### src/rtl/tmds_channel_decoder.sv
// tmds_channel_decoder: TMDS receive decode for one channel.
// Searches for symbol alignment by bit-slipping on control tokens, then emits
// decoded pixel bytes, control codes and data enable on the pixel clock.
// Ports:
//   iPCLK    - pixel clock (rising edge)
//   iRESETn  - asynchronous active-low reset
//   iDATA    - raw 10-bit deserialized word, bit 0 earliest, any alignment
//   oDATA    - decoded pixel byte, 0 during control periods
//   oCTL     - control code {C1,C0}, held through data periods
//   oDE      - data enable, data symbols while locked only
//   oLOCKED  - alignment lock
//   oSLIP    - current bit offset 0..9
module tmds_channel_decoder #(
   parameter int unsigned LOCK_COUNT     = 16,
   parameter int unsigned SEARCH_TIMEOUT = 2048,
   parameter int unsigned LOSS_TIMEOUT   = 4096
) (
   input  logic       iPCLK,
   input  logic       iRESETn,
   input  logic [9:0] iDATA,
   output logic [7:0] oDATA,
   output logic [1:0] oCTL,
   output logic       oDE,
   output logic       oLOCKED,
   output logic [3:0] oSLIP
);

   localparam int unsigned MAX_PARAM = (LOCK_COUNT > SEARCH_TIMEOUT) ?
      ((LOCK_COUNT > LOSS_TIMEOUT) ? LOCK_COUNT : LOSS_TIMEOUT) :
      ((SEARCH_TIMEOUT > LOSS_TIMEOUT) ? SEARCH_TIMEOUT : LOSS_TIMEOUT);
   localparam int unsigned CNT_W = $clog2(MAX_PARAM) + 1;

   localparam logic [9:0] TOK_00 = 10'b1101010100;
   localparam logic [9:0] TOK_01 = 10'b0010101011;
   localparam logic [9:0] TOK_10 = 10'b0101010100;
   localparam logic [9:0] TOK_11 = 10'b1010101011;

   typedef enum logic {SEARCH, LOCKED} state_t;

   state_t           rState, wStateNxt;
   logic [9:0]       rPREV;
   logic [9:0]       rSym;
   logic [CNT_W-1:0] rRunCnt, wRunNxt;
   logic [CNT_W-1:0] rTimer, wTimerNxt;
   logic [CNT_W-1:0] rLossCnt, wLossNxt;
   logic [1:0]       rFlush, wFlushNxt;
   logic [3:0]       wSlipNxt;
   logic [9:0]       wAligned;
   logic             wIsTok;
   logic [1:0]       wTokCode;
   logic [7:0]       wD;
   logic [7:0]       wDecData;
   logic             wDeNxt;

   // Aligned symbol taken from the 20-bit window {current, previous}
   always_comb begin
      wAligned = 10'({iDATA, rPREV} >> oSLIP);
   end

   // Control token recognition on the stage-1 symbol
   always_comb begin
      wIsTok   = 1'b1;
      wTokCode = 2'b00;
      case (rSym)
         TOK_00:  wTokCode = 2'b00;
         TOK_01:  wTokCode = 2'b01;
         TOK_10:  wTokCode = 2'b10;
         TOK_11:  wTokCode = 2'b11;
         default: wIsTok = 1'b0;
      endcase
   end

   // Data symbol decode: undo optional inversion, then XOR/XNOR chain
   always_comb begin
      wD          = rSym[9] ? ~rSym[7:0] : rSym[7:0];
      wDecData    = 8'h00;
      wDecData[0] = wD[0];
      for (int i = 1; i < 8; i++) begin
         wDecData[i] = rSym[8] ? (wD[i] ^ wD[i-1]) : ~(wD[i] ^ wD[i-1]);
      end
   end

   // Alignment FSM: next state, counters and slip offset
   always_comb begin
      wStateNxt = rState;
      wRunNxt   = rRunCnt;
      wTimerNxt = rTimer;
      wLossNxt  = rLossCnt;
      wFlushNxt = rFlush;
      wSlipNxt  = oSLIP;
      case (rState)
         SEARCH: begin
            // Lock takes priority over a slip in the same cycle
            if (wIsTok && (rFlush == 2'd0) && (rRunCnt == CNT_W'(LOCK_COUNT - 1))) begin
               wStateNxt = LOCKED;
               wRunNxt   = '0;
               wTimerNxt = '0;
               wLossNxt  = '0;
            end else if (rTimer == CNT_W'(SEARCH_TIMEOUT - 1)) begin
               wSlipNxt  = (oSLIP == 4'd9) ? 4'd0 : oSLIP + 4'd1;
               wRunNxt   = '0;
               wTimerNxt = '0;
               // Two symbols straddle the offset change; keep them out of the run
               wFlushNxt = 2'd2;
            end else begin
               wTimerNxt = rTimer + CNT_W'(1);
               if (rFlush != 2'd0) begin
                  wFlushNxt = rFlush - 2'd1;
                  wRunNxt   = '0;
               end else if (wIsTok) begin
                  wRunNxt = rRunCnt + CNT_W'(1);
               end else begin
                  wRunNxt = '0;
               end
            end
         end
         LOCKED: begin
            if (wIsTok) begin
               wLossNxt = '0;
            end else if (rLossCnt == CNT_W'(LOSS_TIMEOUT - 1)) begin
               wStateNxt = SEARCH;
               wLossNxt  = '0;
               wRunNxt   = '0;
               wTimerNxt = '0;
               wFlushNxt = 2'd0;
            end else begin
               wLossNxt = rLossCnt + CNT_W'(1);
            end
         end
         default: wStateNxt = SEARCH;
      endcase
      wDeNxt = (wStateNxt == LOCKED) && !wIsTok;
   end

   // FSM state register
   always_ff @(posedge iPCLK or negedge iRESETn) begin
      if (!iRESETn) rState <= SEARCH;
      else          rState <= wStateNxt;
   end

   // Window, two pipeline stages, counters and registered outputs
   always_ff @(posedge iPCLK or negedge iRESETn) begin
      if (!iRESETn) begin
         rPREV    <= '0;
         rSym     <= '0;
         rRunCnt  <= '0;
         rTimer   <= '0;
         rLossCnt <= '0;
         rFlush   <= '0;
         oSLIP    <= '0;
         oDATA    <= '0;
         oCTL     <= '0;
         oDE      <= 1'b0;
         oLOCKED  <= 1'b0;
      end else begin
         rPREV    <= iDATA;
         rSym     <= wAligned;
         rRunCnt  <= wRunNxt;
         rTimer   <= wTimerNxt;
         rLossCnt <= wLossNxt;
         rFlush   <= wFlushNxt;
         oSLIP    <= wSlipNxt;
         oLOCKED  <= (wStateNxt == LOCKED);
         oDE      <= wDeNxt;
         oDATA    <= wIsTok ? 8'h00 : wDecData;
         if (wIsTok) oCTL <= wTokCode;
      end
   end

endmodule

### config.mk
export PLATFORM = sky130hd
export DESIGN_NAME = tmds_channel_decoder
export DESIGN_NICKNAME = d
export VERILOG_FILES = /design/src/rtl/tmds_channel_decoder.sv
export SDC_FILE = /design/constraint.sdc
export NUM_CORES = 1
export LEC_CHECK = 0
export CAP_MARGIN = 10
export CORE_ASPECT_RATIO = 0.75
export CORE_MARGIN = 1
export CORE_UTILIZATION = 40
export DETAILED_ROUTE_END_ITERATION = 7
export PLACE_DENSITY = 0.61
export SLEW_MARGIN = 5
export SYNTH_ARGS = -nofsm -noshare
export SYNTH_HDL_FRONTEND = slang
export SYNTH_SLANG_ARGS = --single-unit
### constraint.sdc
create_clock -name iPCLK -period 2.85 [get_ports iPCLK]
set_input_delay 0.7125 -clock iPCLK [delete_from_list [all_inputs] [get_ports iPCLK]]
set_output_delay 0.7125 -clock iPCLK [all_outputs]
set_load 0.02 [all_outputs]
==> impl_metrics.csv, run 1 <==
group,metric,value,unit
place,hpwl,7110,um
sta,worst_clock_skew,0.00711,ns
die,pin_count,28,
synth,yosysMostFrequentCell,"sky130_fd_sc_hd__dfrtp_1",
synth,ys.warnings.count,0,
synth,synth-seq-area-share,44.3,%
power,swShare,23.3,%
power,power.sequential.fraction,48.5,%
power,power_per_cell_area,475,mW/mm^2
clock_network,clock_latency,0.34,ns
clock_network,number_of_clock_buffers_inserted_by_tritoncts,9,
global_route,grt_first_pass_wirelength,17000,um
global_route,met2_global_route_usage,25.8,%
synth,synth.cell_area,0.00435,mm^2
sta,report.final.hold_viol_count,0,
setup_path,maximum_fanout_encountered_on_the_critical_timing_path,12,
drt,detail_route.wl_per_cell,16.9,um
setup_path,setup.worst_path.end_class,"flop",
layout,num_antenna_cells,0,
synth,yosys-top-cells-count,"sky130_fd_sc_hd__dfrtp_1 (77), sky130_fd_sc_hd__nor2_1 (43), sky130_fd_sc_hd__a31oi_1 (29)",
synth,ys_async_sr_fraction,100,%
global_route,met3_usage,5.11,%
sta,fmax,451,MHz
sta,final-max-slew-violation-count,0,
setup_path,r2r_slack,0.63,ns
global_route,total_congestion_overflow_after_global_routing,0,
synth,ys.flop_type,"sky130_fd_sc_hd__dfrtp_1",
synth,yosys-top-cells-area,"sky130_fd_sc_hd__dfrtp_1 (44%), sky130_fd_sc_hd__mux4_2 (5.7%), sky130_fd_sc_hd__a31oi_1 (4.2%)",
die,floorplan_die_height,92.3,um
global_route,globalRouteTotalUtil,19.7,%
drt,first_pass_iters,5,
power,pwr-share-clk,43.3,%
setup_path,cp-start-kind,"flop",
layout,combined_area_of_the_multi_input_logic_cells,0.00220,mm^2
die,floorplan.core_area,0.0104,mm^2
run,drv_cap,0,
sta,finalSetupViolCount,0,
setup_path,r2r-end,"rRunCnt[12]",
drt,drtAntennaViolNets,0,
power,portion_of_total_power_attributed_to_combinational_logic,8.2,%
sta,rsz0062_at_grt,"no",
sta,slew_headroom,60.6,%
layout,area.sequential,0.00193,mm^2
power,p_int,1.82,mW
clock_network,ctsHoldBuffers,0,
power,finalPower,2.38,mW
setup_path,crit_type,"reg -> reg",
setup_path,critical_path.cell_chain,"inv_1 -> ha_1 -> nor4b_2 -> nand4_1 -> o211a_1 -> a31o_2 -> a22o_1",
synth,syn_nets,448,
layout,layout-drive-gt1-share,12.8,%
clock_network,postCtsSetupBuffers,0,
sta,timing.final.crit_period,2.22,ns
setup_path,timing.rr.start,"rFlush[0]",
die,die_width,122,um
global_route,grt_antenna_before_repair,0,
die,num_rows,32,
clock_network,cts_htree_levels,3,
layout,nFillCells,971,
drt,remaining_design_rule_violation_count,0,
setup_path,slowest_delay,0.40,ns
power,p_sw,0.555,mW
setup_path,cpMaxStageDelayCell,"sky130_fd_sc_hd__dfrtp_1",
clock_network,clock_tree.buffer_depth,2,
setup_path,timing.critical_path.arrival,2.44,ns
die,fp.dieArea,0.0113,mm^2
synth,yosysUniqueCellTypes,62,
outcome,status,"finished clean",
power,power.ir.vdd_worst,0.297,mV
drt,detailedRoute.firstIterationViolations,397,
clock_network,number_of_clock_sinks_seen_by_cts,77,
synth,synth.ff_latch_count,77,
synth,netlist_instances,424,
global_route,grt_most_used_layer,"met1",
hold_path,type_of_the_most_critical_hold_path,"in -> async",
clock_network,tritoncts,"yes",
clock_network,cts_resized,0,
drt,via_per_inst,5.82,
synth,synth_area_leader_cell,"sky130_fd_sc_hd__dfrtp_1",
place,last_weighted_congestion_value_of_the_routability_driven_placer,0.866,
setup_path,setup.worst_path.start,"rFlush[0]",
synth,synth_edf_count,0,
place,placed_cells,573,
global_route,met1_usage,30.8,%
global_route,pin_count_of_the_biggest_net_entering_global_routing,56,
layout,finalNetCount,472,
layout,flow.area_growth_from_synthesis,15.1,%
synth,synth_top_cell_area_share,44.3,%
power,static-leakage-power,2.17,nW
drt,finalWirelength,9960,um
setup_path,required,3.08,ns
die,initial_utilization,41.8,%
clock_network,clkSlewWorstSetupHoldPaths,0.06,ns
place,numPortBuffers,27,
layout,final_cells,588,
clock_network,clockRootBuffer,"sky130_fd_sc_hd__clkbuf_16",
setup_path,rr_worst_depth,7,
sta,setup-tns-final,0,ns
sta,timing_worst_slew_pin_value,0.585,ns
sta,final_min_period_over_clock_period,77.8,%
synth,syn-mean-instance-area,10.3,um^2
global_route,first_global_vias,3224,
drt,routed-via-count,3425,
## metal layers
metal  wire (um)  share of wire (%)
met4         119                1.2
met3         683                6.9
met1        5120                 51
met2        4030                 41
met5           0                  0
## cell type report
type                       count  area share, %
timing repair buffer          37           7.10
clock buffer                  10           4.77
sequential                    77           38.5
inverter                      22           1.65
multi-input combinational    301           44.0
clock inverter                 5          0.550
tap                          136           3.40
## stage by stage
stage / setup slack (ns) / hold slack [ns] / utilization [%] / instance area, um^2
after floorplan: 0.915 / 0.417 / - / 4350
after detailed placement: 0.588 / 0.471 / 45.5 / 4740
after global routing: 0.394 / 0.281 / 48.1 / 5010
after global placement: 0.621 / 0.462 / 45.5 / 4740
after CTS: 0.634 / 0.274 / 48.1 / 5010
final: 0.632 / 0.271 / 48.1 / 5010
## sequential cells by signal (all words and copies together) (netlist names)
signal	flops
oCTL	2
oDATA	8
oDE	1
oLOCKED	1
oSLIP	4
rFlush	2
rLossCnt	13
rPREV	10
rRunCnt	13
rSym	10
rTimer	13
## cell usage in the layout (no fill, tap or decap), drive strengths merged, types with 10 or more instances in the layout
cell type,count
a21oi,17
a31oi,29
and3,10
buf,11
clkbuf,10
clkdlybuf4s50,26
dfrtp,77
ha,12
inv,22
mux2i,10
mux4,11
nand2,22
nand3,19
nor2,43
o21ai,16
xnor2,13
## power groups by stage
stage | Clock, mW | Combinational (mW) | Sequential, mW
5_1_grt | 1.12 | 0.216 | 1.16
3_5_place_dp | 0 | 0.198 | 1.17
2_1_floorplan | 0 | 0.0736 | 1.19
4_1_cts | 1.06 | 0.199 | 1.15
6_report | 1.03 | 0.195 | 1.15
3_3_place_gp | 0 | 0.196 | 1.17
## worst max path at each step
stage / endpoint / slack [ns] / cells after the start
after global placement: rSym[4] / 0.62 / 4
after detailed placement: rSym[4] / 0.59 / 5
after floorplan: rTimer[7] / 0.91 / 8
after global routing: rLossCnt[1] / 0.39 / 8
final: rRunCnt[12] / 0.63 / 7
after CTS: rLossCnt[1] / 0.63 / 8
## critical path, delay by kind of cell (launching register included)
family / cells / cell delay, ns
simple gates: 2 / 0.48
fa+ha+maj: 1 / 0.32
buf+inv: 1 / 0.06
flops: 1 / 0.40
compound gates: 3 / 0.83
## kinds of logic (layout without fill, tap and decap cells)
family	Yosys count	count (layout)	share of synthesized area, %
AO/OA/AOI/OAI	106	106	16.9
XOR/XNOR	17	17	3.42
adder cells (fa/ha/maj)	12	12	3.45
buffers and inverters	46	74	4.98
flip-flops	77	77	44.3
multiplexers	28	28	9.81
AND/OR/NAND/NOR	138	138	17.1
No activity file was read; power rests on OpenSTA's default activity.
==> run 2, diff against run 1 <==
clock period = 2.2 ns   (was 2.85 ns; I/O delays follow)
==> run 2 against run 1 <==
Net effect:
- clock skew up 0.0024 ns
- clock-buffer cell count increased by 1
- first-iteration DRC count shrank 12%
- final cell count is 6.3% higher
- via count increased by 4.6%
- largest power group is now clock
- maximum frequency up 4.2%
- register-to-register slack lost 0.56 ns
- combinational power is 38% higher
- sequential share of layout area down 2.7 points
- critical path type unchanged
- global-route usage is 0.21 points lower
- largest cell class unchanged
- sequential cell count stayed put
==> impl_metrics.csv, run 2 (synthesis gave the netlist of run 1 again) <==
group,metric,value,unit
outcome,status,"finished clean",
sta,finalSetupViolCount,0,
power,power.ir.vdd_worst,0.353,mV
clock_network,cts_htree_levels,3,
global_route,grt_first_pass_wirelength,16800,um
setup_path,timing.critical_path.arrival,2.37,ns
sta,final_min_period_over_clock_period,96.7,%
drt,detailedRoute.firstIterationViolations,349,
sta,timing.final.crit_period,2.13,ns
sta,setup-tns-final,0,ns
clock_network,number_of_clock_sinks_seen_by_cts,77,
setup_path,crit_type,"reg -> reg",
clock_network,tritoncts,"yes",
power,finalPower,3.37,mW
sta,report.final.hold_viol_count,0,
sta,slew_headroom,60.9,%
layout,flow.area_growth_from_synthesis,23.9,%
setup_path,cp-start-kind,"flop",
global_route,total_congestion_overflow_after_global_routing,0,
die,die_width,122,um
sta,worst_clock_skew,0.00953,ns
layout,mostFrequentLayoutCell,"sky130_fd_sc_hd__dfrtp_1",
die,floorplan.core_area,0.0104,mm^2
power,power_per_cell_area,625,mW/mm^2
place,placed_cells,605,
drt,remaining_design_rule_violation_count,0,
die,floorplan_die_height,92.3,um
setup_path,maximum_fanout_encountered_on_the_critical_timing_path,4,
layout,final_cell_mix,"sky130_fd_sc_hd__dfrtp_1 (77), sky130_fd_sc_hd__nor2_1 (42), sky130_fd_sc_hd__buf_4 (42)",
sta,final-max-slew-violation-count,0,
drt,via_per_inst,5.73,
place,place_ws,0.0408,ns
layout,nFillCells,942,
layout,num_antenna_cells,0,
clock_network,clkSlewWorstSetupHoldPaths,0.06,ns
layout,finalNetCount,508,
layout,reg.largest.list,"rLossCnt x13, rRunCnt x13, rTimer x13",
place,last_weighted_congestion_value_of_the_routability_driven_placer,0.857,
place,hpwl,7420,um
layout,layout-drive-gt1-share,20.0,%
clock_network,clock_tree.buffer_depth,2,
place,numPortBuffers,27,
layout,final_cells,625,
die,initial_utilization,41.8,%
die,pin_count,28,
die,fp.dieArea,0.0113,mm^2
setup_path,required,2.44,ns
sta,setup_ws,0.0717,ns
global_route,first_global_vias,3243,
global_route,globalRouteTotalUtil,19.5,%
clock_network,clock_latency,0.34,ns
hold_path,type_of_the_most_critical_hold_path,"in -> async",
drt,detail_route.wl_per_cell,16.4,um
run,drv_cap,0,
die,num_rows,32,
clock_network,number_of_clock_buffers_inserted_by_tritoncts,9,
sta,rsz0062_at_grt,"yes",
setup_path,setup.worst_path.end_class,"flop",
sta,fmax,470,MHz
clock_network,clockRootBuffer,"sky130_fd_sc_hd__clkbuf_16",
drt,finalWirelength,10300,um
drt,routed-via-count,3583,
power,static-leakage-power,2.35,nW
sta,timing_worst_slew_pin_value,0.581,ns
global_route,grt_antenna_before_repair,0,
drt,first_pass_iters,5,
clock_network,ctsHoldBuffers,0,
global_route,pin_count_of_the_biggest_net_entering_global_routing,36,
drt,drtAntennaViolNets,0,
==> run 2: cell types whose count changed in the layout (fill, tap and decap cells not counted), moves of 2 or more <==
cell                         change
sky130_fd_sc_hd__buf_12          +3
sky130_fd_sc_hd__buf_4          +32
sky130_fd_sc_hd__bufinv_16       +2
sky130_fd_sc_hd__clkinv_2        -4
sky130_fd_sc_hd__clkinvlp_4      +2
==> run 2: power breakdown <==
group / internal (mW) / switching (mW) / leakage [nW]
registers: 1.46 / 0.0269 / 0.992
logic: 0.131 / 0.137 / 1.21
clock network: 1.03 / 0.584 / 0.152
total: 2.62 / 0.748 / 2.35
==> run 2: repair_timing <==
item / CTS / global route
setup endpoints to repair: 0 / 28
buffers inserted: 0 / 3
resized for setup: 0 / 5
endpoints found under the hold margin: 0 / 0
==> run 2: area by class of cell <==
class,instances,area (um^2),share of cell area [%]
Clock buffer,11,243,4.50
Clock inverter,5,83.8,1.56
Inverter,22,86.3,1.60
Multi-Input combinational cell,301,2220,41.2
Sequential cell,77,1930,35.8
Tap cell,136,170,3.16
Timing Repair Buffer,72,656,12.2
Timing Repair inverter,1,5.00,0.0929
==> run 2: worst max-delay path, stage by stage (launching register included) <==
cell                       delay (ns)
sky130_fd_sc_hd__dfrtp_1         0.38
sky130_fd_sc_hd__ha_1            0.23
sky130_fd_sc_hd__nand3_2         0.09
sky130_fd_sc_hd__and4bb_4        0.20
sky130_fd_sc_hd__buf_4           0.13
sky130_fd_sc_hd__or2_1           0.25
sky130_fd_sc_hd__buf_4           0.16
sky130_fd_sc_hd__or4_1           0.49
sky130_fd_sc_hd__o21ai_0         0.11
==> run 2: per-stage QoR <==
stage,utilization (%),cell area [um^2],hold WS (ns)
after floorplan,-,4350,0.254
after detailed placement,48.2,5020,0.490
after CTS,51.3,5340,0.182
after global placement,48.2,5020,0.473
final,51.8,5390,0.173
after global routing,51.8,5390,0.200
==> run 2: final timing paths <==
check	depth (start not counted)	slack [ns]	end	from
setup / recovery	8	0.07	rRunCnt[9]	rTimer[0]
hold / removal	1	0.17	rFlush[1]	iRESETn
setup reg to reg	8	0.07	rRunCnt[9]	rTimer[0]
hold reg to reg	2	0.49	oCTL[0]	oCTL[0]
max in group asynchronous	2	1.49	rTimer[0]	iRESETn
min in group iPCLK	2	0.49	oCTL[0]	oCTL[0]
==> run 2: layer usage <==
metal,GRT usage [%],share of wire [%]
met1,30.1,52
met2,25.2,40
met3,6.16,6.5
met4,6.20,1.2
met5,0,0
==> run 3, diff against run 2 <==
CTS_BUF_LIST = sky130_fd_sc_hd__clkbuf_16   (was default)
==> run 3 against run 2 <==
Net effect:
- sequential share of layout area increased by 0.067 points
- sequential power about the same
- clock-buffer cell count decreased by 2
- total power decreased by 1.2%
- design area decreased by 0.19%
- first-iteration DRC count increased by 4.0%
- register-to-register slack about the same
- critical path type unchanged
- hold slack about the same
- maximum frequency increased by 0.41%
- largest power group unchanged
- sequential cell count unchanged
- setup slack improved by 0.0087 ns
==> impl_metrics.csv, run 3 (synthesis gave the netlist of run 1 again) <==
group,metric,value,unit
outcome,status,"finished clean",
clock_network,clock_tree.buffer_depth,2,
setup_path,setup.worst_path.end_class,"flop",
sta,timing_worst_slew_pin_value,0.595,ns
place,last_weighted_congestion_value_of_the_routability_driven_placer,0.857,
layout,final_cell_mix,"sky130_fd_sc_hd__dfrtp_1 (77), sky130_fd_sc_hd__nor2_1 (42), sky130_fd_sc_hd__buf_4 (42)",
die,fp.dieArea,0.0113,mm^2
setup_path,timing.rr.start,"rRunCnt[0]",
sta,final-max-slew-violation-count,0,
drt,finalWirelength,10300,um
sta,final_min_period_over_clock_period,96.3,%
setup_path,required,2.47,ns
power,static-leakage-power,2.35,nW
clock_network,clock_latency,0.34,ns
global_route,pin_count_of_the_biggest_net_entering_global_routing,36,
setup_path,r2r_slack,0.08,ns
die,floorplan.core_area,0.0104,mm^2
clock_network,cts_htree_levels,3,
global_route,first_global_vias,3239,
power,p_sw,0.747,mW
sta,fmax,472,MHz
global_route,grt_antenna_before_repair,0,
place,placed_cells,605,
setup_path,rr_worst_depth,7,
layout,final_cell_area,0.00538,mm^2
die,die_width,122,um
drt,detailedRoute.firstIterationViolations,363,
sta,worst_clock_skew,0.00919,ns
die,num_rows,32,
layout,flow.area_growth_from_synthesis,23.7,%
layout,layout-drive-gt1-share,20.0,%
sta,rsz0062_at_grt,"yes",
die,pin_count,28,
drt,remaining_design_rule_violation_count,0,
power,power.sequential.fraction,44.7,%
clock_network,clkSlewWorstSetupHoldPaths,0.06,ns
clock_network,tritoncts,"yes",
power,swShare,22.4,%
setup_path,cp-start-kind,"flop",
sta,finalSetupViolCount,0,
layout,final_cells,625,
place,post_dp_cell_area,0.00502,mm^2
power,p_int,2.58,mW
die,initial_utilization,41.8,%
drt,drtAntennaViolNets,0,
layout,reg.largest.list,"rLossCnt x13, rRunCnt x13, rTimer x13",
layout,num_antenna_cells,0,
clock_network,clockRootBuffer,"sky130_fd_sc_hd__clkbuf_16",
drt,detail_route.wl_per_cell,16.4,um
run,drv_cap,0,
global_route,total_congestion_overflow_after_global_routing,0,
clock_network,ctsHoldBuffers,0,
drt,routed-via-count,3599,
die,floorplan_die_height,92.3,um
layout,finalNetCount,508,
sta,slew_headroom,59.9,%
global_route,grt_first_pass_wirelength,16800,um
clock_network,number_of_clock_sinks_seen_by_cts,77,
setup_path,timing.critical_path.arrival,2.39,ns
layout,nFillCells,940,
place,hpwl,7420,um
layout,mostFrequentLayoutCell,"sky130_fd_sc_hd__dfrtp_1",
setup_path,maximum_fanout_encountered_on_the_critical_timing_path,9,
setup_path,r2r-end,"rTimer[12]",
place,numPortBuffers,27,
sta,report.final.hold_viol_count,0,
setup_path,crit_type,"reg -> reg",
power,power.ir.vdd_worst,0.353,mV
hold_path,type_of_the_most_critical_hold_path,"in -> async",
power,portion_of_total_power_attributed_to_combinational_logic,8.1,%
power,power_per_cell_area,618,mW/mm^2
sta,timing.final.crit_period,2.12,ns
global_route,globalRouteTotalUtil,19.5,%
power,pwr-share-clk,47.2,%
drt,via_per_inst,5.76,
clock_network,number_of_clock_buffers_inserted_by_tritoncts,9,
drt,first_pass_iters,6,
[run 3: changes by cell type in the layout (fill, tap and decap cells not counted), sizes merged]
cell,delta
clkbuf,-2
clkinv,+1
inv,+1
[run 3: power by group through the flow]
stage	Combinational [mW]	Sequential [mW]	Clock, mW
floorplan	0.0954	1.54	0
global placement	0.267	1.51	0
detailed placement	0.270	1.52	0
CTS	0.271	1.49	1.60
global route	0.294	1.49	1.66
finish	0.269	1.49	1.57
[run 3: final cells by class]
cell class                 count  area [um^2]  area share [%]
sequential                    77         1930            35.8
timing repair buffer          72          656            12.2
clock buffer                   9          225            4.19
tap                          136          170            3.16
inverter                      22         86.3            1.61
multi-input combinational    301         2220            41.2
clock inverter                 7         91.3            1.70
timing repair inverter         1         5.00          0.0930
[run 3: repair_timing]
action,CTS,global route
resized for setup,0,6
setup buffers,0,3
endpoints found under the hold margin,0,0
endpoints found under the setup margin,0,28
[run 3: critical path, stage by stage, from the launching register on]
cell,delay [ns]
sky130_fd_sc_hd__dfrtp_1,0.40
sky130_fd_sc_hd__ha_1,0.23
sky130_fd_sc_hd__and3_1,0.24
sky130_fd_sc_hd__nand4_1,0.27
sky130_fd_sc_hd__a21oi_4,0.12
sky130_fd_sc_hd__buf_4,0.19
sky130_fd_sc_hd__or4_1,0.49
sky130_fd_sc_hd__o21ai_1,0.09
[run 3: how the worst max path moves through the flow]
stage	depth (start not counted)	slack (ns)	startpoint	end
global route	8	-0.002	rFlush[0]	rTimer[8]
CTS	8	0.03	rFlush[0]	rTimer[8]
global placement	8	0.03	rLossCnt[0]	rLossCnt[7]
detailed placement	8	0.04	rLossCnt[0]	rLossCnt[7]
floorplan	8	0.26	rTimer[0]	rTimer[7]
finish	7	0.08	rRunCnt[0]	rTimer[12]
[run 3: routing by layer]
metal,share of wire [%],vias to the layer above,global-route usage (%)
met1,52,1730,30.1
met5,0,-,0
met2,40,158,25.1
li1,-,1702,-
met4,1.2,0,6.20
met3,7.1,9,6.16
[run 3: per-stage QoR]
step / power [mW] / setup slack, ns / hold WS, ns / util [%] / TNS (ns)
floorplan: 1.64 / 0.265 / 0.254 / - / 0
global placement: 1.78 / 0.0260 / 0.473 / 48.2 / 0
detailed placement: 1.79 / 0.0408 / 0.490 / 48.2 / 0
CTS: 3.36 / 0.0264 / 0.182 / 51.2 / 0
global route: 3.44 / -0.00195 / 0.200 / 51.7 / -0.00195
finish: 3.33 / 0.0804 / 0.173 / 51.7 / 0
